### src/rtl/sw_debounce_pkg.sv
// Shared constants and types for the switch debouncer.
//   DEBOUNCE_10MS_AT_100MHZ : default stability window (10 ms at 100 MHz)
//   SIM_STABLE_CYCLES       : short window that keeps benches fast
//   edge_t                  : rise/fall pulse pair for one channel
package sw_debounce_pkg;

  localparam int DEBOUNCE_10MS_AT_100MHZ = 1000000;
  localparam int SIM_STABLE_CYCLES       = 4;

  typedef struct packed {
    logic rise;
    logic fall;
  } edge_t;

  // Pulse pair for a newly accepted level: exactly one of rise/fall is set.
  function automatic edge_t edge_of(input logic lvl);
    edge_t e;
    e.rise = lvl;
    e.fall = ~lvl;
    return e;
  endfunction

endpackage

### src/rtl/sw_debounce_bit.sv
// Single-channel conditioner: two-flop synchronizer, stability counter,
// and registered one-cycle rise/fall pulses.
//   clk, rst_n : clock, async active-low reset
//   raw        : asynchronous pin
//   clean      : debounced level (registered)
//   rise, fall : one-cycle pulses on accepted 0->1 / 1->0 (registered)
module debounce_bit
  import sw_debounce_pkg::*;
#(
  parameter  int STABLE_CYCLES = DEBOUNCE_10MS_AT_100MHZ,
  localparam int CNT_W         = $clog2(STABLE_CYCLES)
) (
  input  logic clk,
  input  logic rst_n,
  input  logic raw,
  output logic clean,
  output logic rise,
  output logic fall
);

  generate
    if (STABLE_CYCLES < 2) begin : g_bad_param
      $error("debounce_bit: STABLE_CYCLES must be >= 2");
    end
  endgenerate

  localparam logic [CNT_W-1:0] LAST = CNT_W'(STABLE_CYCLES - 1);

  logic             s1, s2;
  logic [CNT_W-1:0] cnt;
  edge_t            acc;

  assign acc = edge_of(s2);

  always_ff @(posedge clk or negedge rst_n) begin
    if (!rst_n) begin
      s1    <= 1'b0;
      s2    <= 1'b0;
      cnt   <= '0;
      clean <= 1'b0;
      rise  <= 1'b0;
      fall  <= 1'b0;
    end else begin
      s1   <= raw;
      s2   <= s1;
      rise <= 1'b0;
      fall <= 1'b0;
      if (s2 == clean) begin
        // Any return to the accepted level restarts the window.
        cnt <= '0;
      end else if (cnt != LAST) begin
        cnt <= cnt + 1'b1;
      end else begin
        // Held for STABLE_CYCLES consecutive edges: accept and pulse once.
        clean <= s2;
        cnt   <= '0;
        rise  <= acc.rise;
        fall  <= acc.fall;
      end
    end
  end

endmodule

### src/rtl/sw_debounce.sv
// Multi-channel switch/button conditioner: WIDTH independent debounce_bit
// channels plus an any-edge flag.
//   clk, rst_n : clock, async active-low reset
//   sw_raw     : asynchronous pins
//   sw_clean   : debounced levels
//   rise, fall : per-channel one-cycle edge pulses
//   changed    : OR of all rise/fall pulses (combinational from registers)
module sw_debounce
  import sw_debounce_pkg::*;
#(
  parameter  int WIDTH         = 16,
  parameter  int STABLE_CYCLES = DEBOUNCE_10MS_AT_100MHZ,
  localparam int CNT_W         = $clog2(STABLE_CYCLES)
) (
  input  logic             clk,
  input  logic             rst_n,
  input  logic [WIDTH-1:0] sw_raw,
  output logic [WIDTH-1:0] sw_clean,
  output logic [WIDTH-1:0] rise,
  output logic [WIDTH-1:0] fall,
  output logic             changed
);

  generate
    for (genvar i = 0; i < WIDTH; i++) begin : g_ch
      debounce_bit #(
        .STABLE_CYCLES(STABLE_CYCLES)
      ) u_bit (
        .clk  (clk),
        .rst_n(rst_n),
        .raw  (sw_raw[i]),
        .clean(sw_clean[i]),
        .rise (rise[i]),
        .fall (fall[i])
      );
    end
  endgenerate

  assign changed = |(rise | fall);

endmodule

### config.mk
export PLATFORM = sky130hd
export DESIGN_NAME = sw_debounce
export DESIGN_NICKNAME = d
export VERILOG_FILES = /design/src/rtl/sw_debounce_pkg.sv /design/src/rtl/sw_debounce_bit.sv /design/src/rtl/sw_debounce.sv
export SDC_FILE = /design/constraint.sdc
export NUM_CORES = 1
export LEC_CHECK = 0
export CAP_MARGIN = 20
export CORE_ASPECT_RATIO = 1.4
export CORE_MARGIN = 2
export CORE_UTILIZATION = 61
export DETAILED_ROUTE_END_ITERATION = 8
export PLACE_DENSITY = 0.77
export SETUP_SLACK_MARGIN = 0.05
export SLEW_MARGIN = 5
export SYNTH_ARGS = -nofsm -noshare
export SYNTH_HDL_FRONTEND = slang
export SYNTH_HIERARCHICAL = 1
export SYNTH_SLANG_ARGS = --single-unit
### constraint.sdc
create_clock -name clk -period 4.41 [get_ports clk]
set_input_delay 0.882 -clock clk [delete_from_list [all_inputs] [get_ports clk]]
set_output_delay 0.882 -clock clk [all_outputs]
set_load 0.02 [all_outputs]
Yosys cells after proc, flatten, opt, wreduce, memory -nomap -nowiden
Index checks and enable logic that the tools add are counted.

Equal/unequal tests: 32. Reductions and logical operators: 17. Multiplexer cells: 96. Bitwise logic cells: 49. $add $sub $neg: 16.

Operators with widths (count): 20-bit two-way mux (32); 20-bit by 1-bit adder with 20-bit output, second input constant (16); 20-bit inequality test, second input constant (16); 1-bit two-way mux (64); 1-bit NOT (48); 2-bit AND reduction (16); 1-bit equality test (16); 16-bit bitwise OR (1); 16-bit OR reduction (1).

Bits of input ports: 18. Word-level logic and storage cells: 306. Flip-flop bits (word level): 400. Output and inout port bits: 49.

Longest topological paths before layout
Gate-level depths: netlist of the first run.

Word-level depth: 3. Mapped depth: 6. Depth with buffers taken out: 5.

Cells and area by module
The synthesis of the first run kept the hierarchy.

By module, submodules not included: debounce_bit (instances 16, seq. area each 625.6 sq um, cells an instance 116, area each 1173.6 sq um); sw_debounce (instances 1, seq. area each 0.0 sq um, cells an instance 11, area each 75.1 sq um).

Worst setup path after synthesis of the first run
No wires, ideal clock.

Path kind: register to output. From: register g_ch[13].u_bit.rise. To: output port changed. Required time: 3.528 ns. Path slack: 2.407 ns. Arrival time: 1.121 ns. Path buffers: 0. Stages on the path, launching flop included: 4. Cell sequence: dfrtp_1 -> nor4_1 -> nand4_1 -> or2_1.

Cells in the longest elaborated chain, start to end: 2.

Ends and longest elaborated chain: start, declared (RTL line sw_debounce_bit.sv:17) `output logic rise,`; start signal, assigned (RTL line sw_debounce_bit.sv:57) `rise <= acc.rise;`; 16-bit bitwise OR (RTL line sw_debounce.sv:39) `assign changed = |(rise | fall);`; 16-bit OR reduction (RTL line sw_debounce.sv:39); end, declared (RTL line sw_debounce.sv:21) `output logic changed`.

Every way passes these cells.

Worst setup path after layout of the first run
From: register g_ch[5].u_bit.fall. To: output port changed.

Cells in the longest elaborated chain, start to end: 2.

Ends and longest elaborated chain: start, declared (RTL line sw_debounce_bit.sv:18) `output logic fall`; start signal, assigned (RTL line sw_debounce_bit.sv:58) `fall <= acc.fall;`; 16-bit bitwise OR (RTL line sw_debounce.sv:39); 16-bit OR reduction (RTL line sw_debounce.sv:39).

Every way passes these cells.

==> out/qor.csv, run 1 <==
stage,metric,value,unit
finish,fin area,0.02096,mm^2
logic_synthesis,Post-synth ARST share,1.000,
worst_setup_path,CP max stage delay,570,ps
sta,Slew @ Worst Pin,797.2,ps
finish,count of antenna diodes in the layout,0,
job,Max Cap Violations,0,
die,core area,0.03062,mm^2
logic_synthesis,Yosys warning total,6,
sta,max-slew violation count,0,
finish,Syn-to-layout area delta,11.20,%
die,height of the die,212.0,um
logic_synthesis,post-synthesis adder-cell area fraction,0.01062,
sta,fin crit period,3420,ps
grt,largest net degree at the start of global routing,104,
logic_synthesis,largest family of logic cells by synthesized area,simple AND/OR/NAND/NOR gates,
worst_setup_path,WS Path Type,flop to primary output,
worst_setup_path,Setup crit start,g_ch[5].u_bit/fall,
sta,setup TNS,0,ps
cts,worst-case clock buffer depth,3,
power,Pwr Density,345.7,mW/mm^2
routing,first-iteration detailed-routing DRC count,715,
cts,clk_lat worst skew,530,ps
cts,Post-CTS Setup Bufs,0,
die,die footprint,0.03235,mm^2
routing,post-route ant nets,0,
hold_path,start point of the worst hold path,g_ch[5].u_bit/s1,
grt,grt ovf,0,
logic_synthesis,"count leader, synth",dfrtp_1,
die,Die W,152.6,um
worst_setup_path,slowest CP cell,nor4_1,
sta,RSZ-0062 raised after global routing,no,
routing,Detailed Routing Iterations Pass 1,5,
routing,Via Count,13680,
die,Std-Cell Rows,76,
place,HPWL after DPL,24810,um
logic_synthesis,Synth Area in Compound Gates,0.08495,
cts,Root Driver,clkbuf_16,
finish,nets@finish,1936,
worst_setup_path,CP Data Required Time,3530,ps
sta,final setup fails,0,
sta,Layout Skew,11.29,ps
grt,vias in the first global route,13750,
logic_synthesis,commonest cells in the synthesized netlist,"dfrtp_1 (400), nor2_1 (208), nand3_1 (128)",
finish,Fillers,2362,
logic_synthesis,register area share after synthesis,0.5309,
sta,Final WS setup,989.9,ps
cts,Hold Buf Count CTS,0,
sta,final hold viol count,0,
power,VDD IR max,0.3542,mV
routing,routed wire length,36160,um
run_status,status,"finished, final reports clean",
logic_synthesis,top cell type's share of synthesized area,0.5309,
sta,Slew Limit Headroom,0.4686,
worst_setup_path,"critical path fanouts, max",2,
logic_synthesis,Post-Synthesis Cells,1867,
worst_setup_path,crit-path cells,nor4_1 -> nand4_1 -> or2_1 -> clkdlybuf4s50_1,
place,RePlAce Congestion,0.8122,
cts,number of clock sinks,400,
cts,Resize count post-CTS,0,
cts,htree depth,2,
die,num ports,67,
routing,vias per std cell,5.898,
routing,DRC,0,
logic_synthesis,cell taking the most area after synthesis,dfrtp_1,
logic_synthesis,Netlist cell types,31,
die,Initial Utilization,0.6157,
logic_synthesis,Seq cells post-synth,400,
logic_synthesis,"Avg Cell Area, Syn",10.10,um^2
power,overall power,7247,uW
logic_synthesis,syn_nets,1901,
grt,first-pass GRT wire length,63140,um
worst_setup_path,worst reg2reg startpoint,g_ch[10].u_bit/cnt[13],
grt,initial antenna violation count,0,
place,port bufs,66,
routing,wire per inst,15.59,um
cts,clk slew on worst S/H paths,60,ps
worst_setup_path,critical path startpoint category,flop,
cts,TritonCTS Buffers,40,
logic_synthesis,simple logic cell fraction of the synthesized area,0.2429,
worst_setup_path,arrival time worst endpoint,2540,ps
cts,CTS tree,yes,
logic_synthesis,Post-Synth XOR/XNOR Area,0.08176,
worst_setup_path,critical path endpoint category,primary output,
hold_path,worst hold path type,flop to flop,
logic_synthesis,multiplexer share of the synthesized area,0.009557,
power,Leak Pwr,0.008373,uW
logic_synthesis,Synth area leaders,"dfrtp_1 (53%), xnor2_1 (4.5%), nor2_1 (4.1%), or4_1 (3.8%), xor2_1 (3.7%)",
place,pre-CTS setup slack,1478,ps
logic_synthesis,ys flop type,dfrtp_1,
sta,fmax,292.4,MHz
logic_synthesis,Syn Std Cell Area,0.01885,mm^2
grt,GRT Overall Usage,0.2295,
sta,Final Cycle Share,0.7755,
finish,layout cells sized above 1,0.1275,
logic_synthesis,"EDFF count, synth",0,
place,placed cell area,0.01972,mm^2
where the power goes:
part           internal [uW]  total (uW)  switching (uW)
sequential              3720        3780            55.1
clock                   1890        3250            1360
combinational           69.0         222             153
routing by layer:
metal / track usage / part of all wire / vias to the layer above
li1: - / - / 6647
met1: 0.2814 / 0.42 / 6790
met2: 0.4075 / 0.51 / 186
met3: 0.05259 / 0.047 / 55
met4: 0.06769 / 0.023 / 0
met5: 0 / 0 / -
cells by family after synthesis:
kind of cell / after synthesis
AOI/OAI and AO/OA: 272
xor gates and xnor gates: 176
adders and majority gates: 16
buffers and inverters: 176
DFF: 400
muxes: 16
and+or+nand+nor: 811
flip-flops by register name, indices dropped and copies added (netlist names):
name / flops
g_ch.u_bit/fall: 16
g_ch.u_bit/cnt: 320
g_ch.u_bit/s1: 16
g_ch.u_bit/rise: 16
g_ch.u_bit/clean: 16
g_ch.u_bit/s2: 16
metrics by stage:
step                        util  cells  hold WS (ps)
final                     0.6847   2319         345.9
after floorplan                -   1867         331.2
after global placement    0.6439   2250         333.5
after detailed placement  0.6439   2250         334.7
after global routing      0.6847   2319         352.0
after CTS                 0.6847   2319         348.0
final timing paths:
check | endpoint | slack (ps) | depth (start not counted)
worst max-delay path | changed | 990 | 4
worst min-delay path | g_ch[5].u_bit/s2 | 350 | 0
worst max register to register | g_ch[10].u_bit/rise | 2200 | 4
worst min register to register | g_ch[5].u_bit/s2 | 350 | 0
max in group asynchronous | g_ch[1].u_bit/cnt[17] | 2910 | 3
min in group asynchronous | g_ch[9].u_bit/cnt[19] | 370 | 1
critical path: cells and delay by family, from the launching register on:
family | cells | cell delay, ps
buffers and inverters | 1 | 550
DFF | 1 | 380
and+or+nand+nor | 3 | 1090
placed cells by master (no fill, tap or decap), drive strengths merged, types with 17 or more instances in the layout:
master,Yosys,final
nand4,34,34
or2,17,17
xor2,80,80
nor2,208,208
nor3,32,32
or3,80,80
o31ai,48,48
o21ai,80,80
nor3b,32,32
nand3,144,144
clkdlybuf4s50,0,65
inv,96,97
a21oi,128,128
dfrtp,400,400
nor4,24,24
clkbuf,16,53
nand2,80,80
or4,128,128
xnor2,96,96
final cells by class:
cell class / instances / area [um^2] / share of cell area
well taps: 390 / 488.0 / 0.02328
flip-flops and latches: 400 / 10010 / 0.4775
inverters: 96 / 360.3 / 0.01719
clock buffers: 53 / 1111 / 0.05300
clock inverters: 16 / 136.4 / 0.006506
multi-input cells: 1291 / 8103 / 0.3865
repair buffers: 73 / 755.7 / 0.03605
Power figures use the tool's default switching activity.
==> run 2: changes to the inputs <==
CORE_UTILIZATION = 56   (was 61)
PLACE_DENSITY = 0.74   (was 0.77)
clock period = 2.89 ns   (was 4.41 ns; I/O delays follow)
==> run 2 against run 1 <==
Combinational power rose by 57%. Cell area rose by 1.3%. Hold slack got worse by 330 ps. Global-route usage fell by 1.8 points. Register-to-register slack got worse by 1600 ps. First-iteration DRC count rose by 20%. Flip-flop and latch count did not move. Clock skew rose by 8.2 ps. Routed wire length rose by 1.7%.
==> out/qor.csv, run 2 (synthesized netlist as in run 1, its figures left out) <==
stage,metric,value,unit,change
run_status,status,"finished, final reports clean",,
die,height of the die,221.1,um,+4.3%
grt,initial antenna violation count,0,,unchanged
finish,Final Util,0.6396,,-0.04504
die,Initial Utilization,0.5677,,-0.04806
die,core area,0.03321,mm^2,+8.5%
cts,worst-case clock buffer depth,3,,unchanged
worst_setup_path,arrival time worst endpoint,2160,ps,-380 ps
worst_setup_path,Setup crit start,g_ch[0].u_bit/fall,,
place,pre-CTS setup slack,506.2,ps,-972.2 ps
sta,fin crit period,2738,ps,
cts,CTS tree,yes,,
die,num ports,67,,unchanged
grt,grt ovf,0,,unchanged
worst_setup_path,WS Path Type,flop to primary output,,
sta,final setup fails,0,,unchanged
finish,Largest Register,g_ch.u_bit/cnt,,
power,cell internal pwr,9035,uW,+59%
cts,Resize count post-CTS,1,,+1
finish,count of antenna diodes in the layout,0,,unchanged
routing,Detailed Routing Iterations Pass 1,5,,unchanged
sta,fmax,365.2,MHz,
die,Std-Cell Rows,79,,+3.9%
place,port bufs,66,,unchanged
routing,Via Count,13770,,+0.69%
cts,htree depth,2,,unchanged
finish,Largest register FFs,320,,unchanged
worst_setup_path,slowest CP cell,dfrtp_1,,
place,HPWL after DPL,25210,um,+1.6%
power,overall power,11500,uW,+59%
grt,largest net degree at the start of global routing,71,,-32%
finish,Final Instance Count excl. Fillers,2381,,+2.7%
finish,Syn-to-layout area delta,12.68,%,
cts,Hold Buf Count CTS,0,,unchanged
routing,vias per std cell,5.784,,-1.9%
place,RePlAce Congestion,0.8179,,+0.70%
cts,number of clock sinks,400,,unchanged
sta,setup TNS,0,ps,unchanged
worst_setup_path,RR Endpoint,g_ch[3].u_bit/rise,,
sta,Final Cycle Share,0.9475,,
cts,Post-CTS Setup Bufs,0,,unchanged
worst_setup_path,worst reg2reg startpoint,g_ch[3].u_bit/cnt[12],,
worst_setup_path,crit-path cells,nor4_2 -> buf_4 -> nand4_1 -> or2_1 -> dlygate4sd2_1,,
worst_setup_path,Worst R2R Setup Slack,650,ps,-1550 ps
cts,clk slew on worst S/H paths,60,ps,about the same
finish,Multi-input gate area,0.008115,mm^2,+0.15%
job,Max Cap Violations,0,,unchanged
worst_setup_path,critical path endpoint category,primary output,,
cts,Root Driver,clkbuf_16,,
cts,clk_lat worst skew,540,ps,about the same
hold_path,worst hold path type,input pin to asynchronous set/reset pin,,
worst_setup_path,CP Data Required Time,2310,ps,-1220 ps
power,sequential power share,0.501,,-0.020
finish,layout cells sized above 1,0.1343,,+0.006770
routing,routed wire length,36780,um,+1.7%
finish,nets@finish,1942,,+0.31%
sta,max-slew violation count,0,,unchanged
grt,vias in the first global route,13540,,-1.5%
sta,Slew @ Worst Pin,571.9,ps,-225.3 ps
sta,Slew Limit Headroom,0.6188,,+0.1502
power,VDD IR max,0.7653,mV,+120%
finish,most frequent cells in the layout,"dfrtp_1 (400), nor2_1 (208), nand3_1 (128), a21oi_1 (112)",,
cts,TritonCTS Buffers,40,,unchanged
power,Pwr Density,541.4,mW/mm^2,+57%
power,Net Sw Power,2467,uW,+57%
die,die footprint,0.03517,mm^2,+8.7%
routing,first-iteration detailed-routing DRC count,855,,+20%
grt,first-pass GRT wire length,62910,um,-0.37%
worst_setup_path,reg2reg path depth,4,,unchanged
sta,Layout Skew,19.45,ps,+8.156 ps
power,switch share,0.2145,,-0.002118
power,Gate power share,0.030,,about the same
finish,"most common cell after layout, fill and taps aside",dfrtp_1,,
worst_setup_path,"critical path fanouts, max",2,,unchanged
worst_setup_path,CP max stage delay,390,ps,-180 ps
place,DP Cell Count,2311,,+2.7%
finish,Fillers,2759,,+17%
sta,Final WS setup,151.8,ps,-838.1 ps
routing,post-route ant nets,0,,unchanged
sta,RSZ-0062 raised after global routing,no,,
worst_setup_path,critical path startpoint category,flop,,
worst_setup_path,worst setup path endpoint,changed,,
power,clock share of power,0.469,,+0.021
sta,final hold viol count,0,,unchanged
finish,FF+latch area,0.01001,mm^2,unchanged
power,Leak Pwr,0.008467,uW,+1.1%
routing,DRC,0,,unchanged
die,Die W,159.1,um,+4.3%
grt,GRT Overall Usage,0.2111,,-0.01846
routing,wire per inst,15.45,um,-0.91%
==> run 2: cell count changes in the layout (fill, tap and decap cells not counted), sizes merged, moves of 3 or more <==
cell,before,now
buf,8,14
bufinv,2,5
clkinv,12,9
clkinvlp,1,4
==> run 2: cell type report <==
| cell class | instances | share of cell area |
|---|---|---|
| Timing Repair Buffer | 79 | 0.03881 |
| Tap cell | 445 | 0.02621 |
| Clock inverter | 18 | 0.01078 |
| Inverter | 96 | 0.01696 |
| Multi-Input combinational cell | 1291 | 0.3820 |
| Clock buffer | 52 | 0.05401 |
| Sequential cell | 400 | 0.4712 |
==> run 2: worst min path at each step <==
stage | startpoint | endpoint | slack [ps]
after floorplan | rst_n | g_ch[0].u_bit/clean | 280
after global placement | g_ch[7].u_bit/s1 | g_ch[7].u_bit/s2 | 330
after detailed placement | g_ch[7].u_bit/s1 | g_ch[7].u_bit/s2 | 330
after CTS | rst_n | g_ch[2].u_bit/cnt[4] | 10
after global routing | rst_n | g_ch[2].u_bit/cnt[9] | 40
final | rst_n | g_ch[2].u_bit/cnt[3] | 20
==> run 2: critical path: cells and delay by family (launching register included) <==
kind | cells | cell delay, ps
buffers and inverters | 2 | 510
DFF | 1 | 390
and+or+nand+nor | 3 | 720
==> run 2: through the flow <==
stage          area, um^2  hold slack (ps)
3_3_place_gp        19860            334.6
2_1_floorplan       18850            282.4
4_1_cts             21230            13.59
6_report            21240            19.58
5_1_grt             21240            37.90
3_5_place_dp        19860            334.7
==> run 2: metal layers <==
layer / up-vias / track usage / part of all wire
li1: 6663 / - / -
met1: 6833 / 0.2539 / 0.42
met2: 207 / 0.3677 / 0.50
met3: 69 / 0.04780 / 0.048
met4: 0 / 0.08446 / 0.036
met5: - / 0 / 0
==> run 2: power by group through the flow <==
stage / registers [uW] / logic, uW / clock network (uW)
finish: 5760 / 348 / 5390
CTS: 5760 / 363 / 5550
detailed placement: 5860 / 360 / 0
global route: 5770 / 406 / 5770
floorplan: 5850 / 176 / 0
global placement: 5860 / 353 / 0
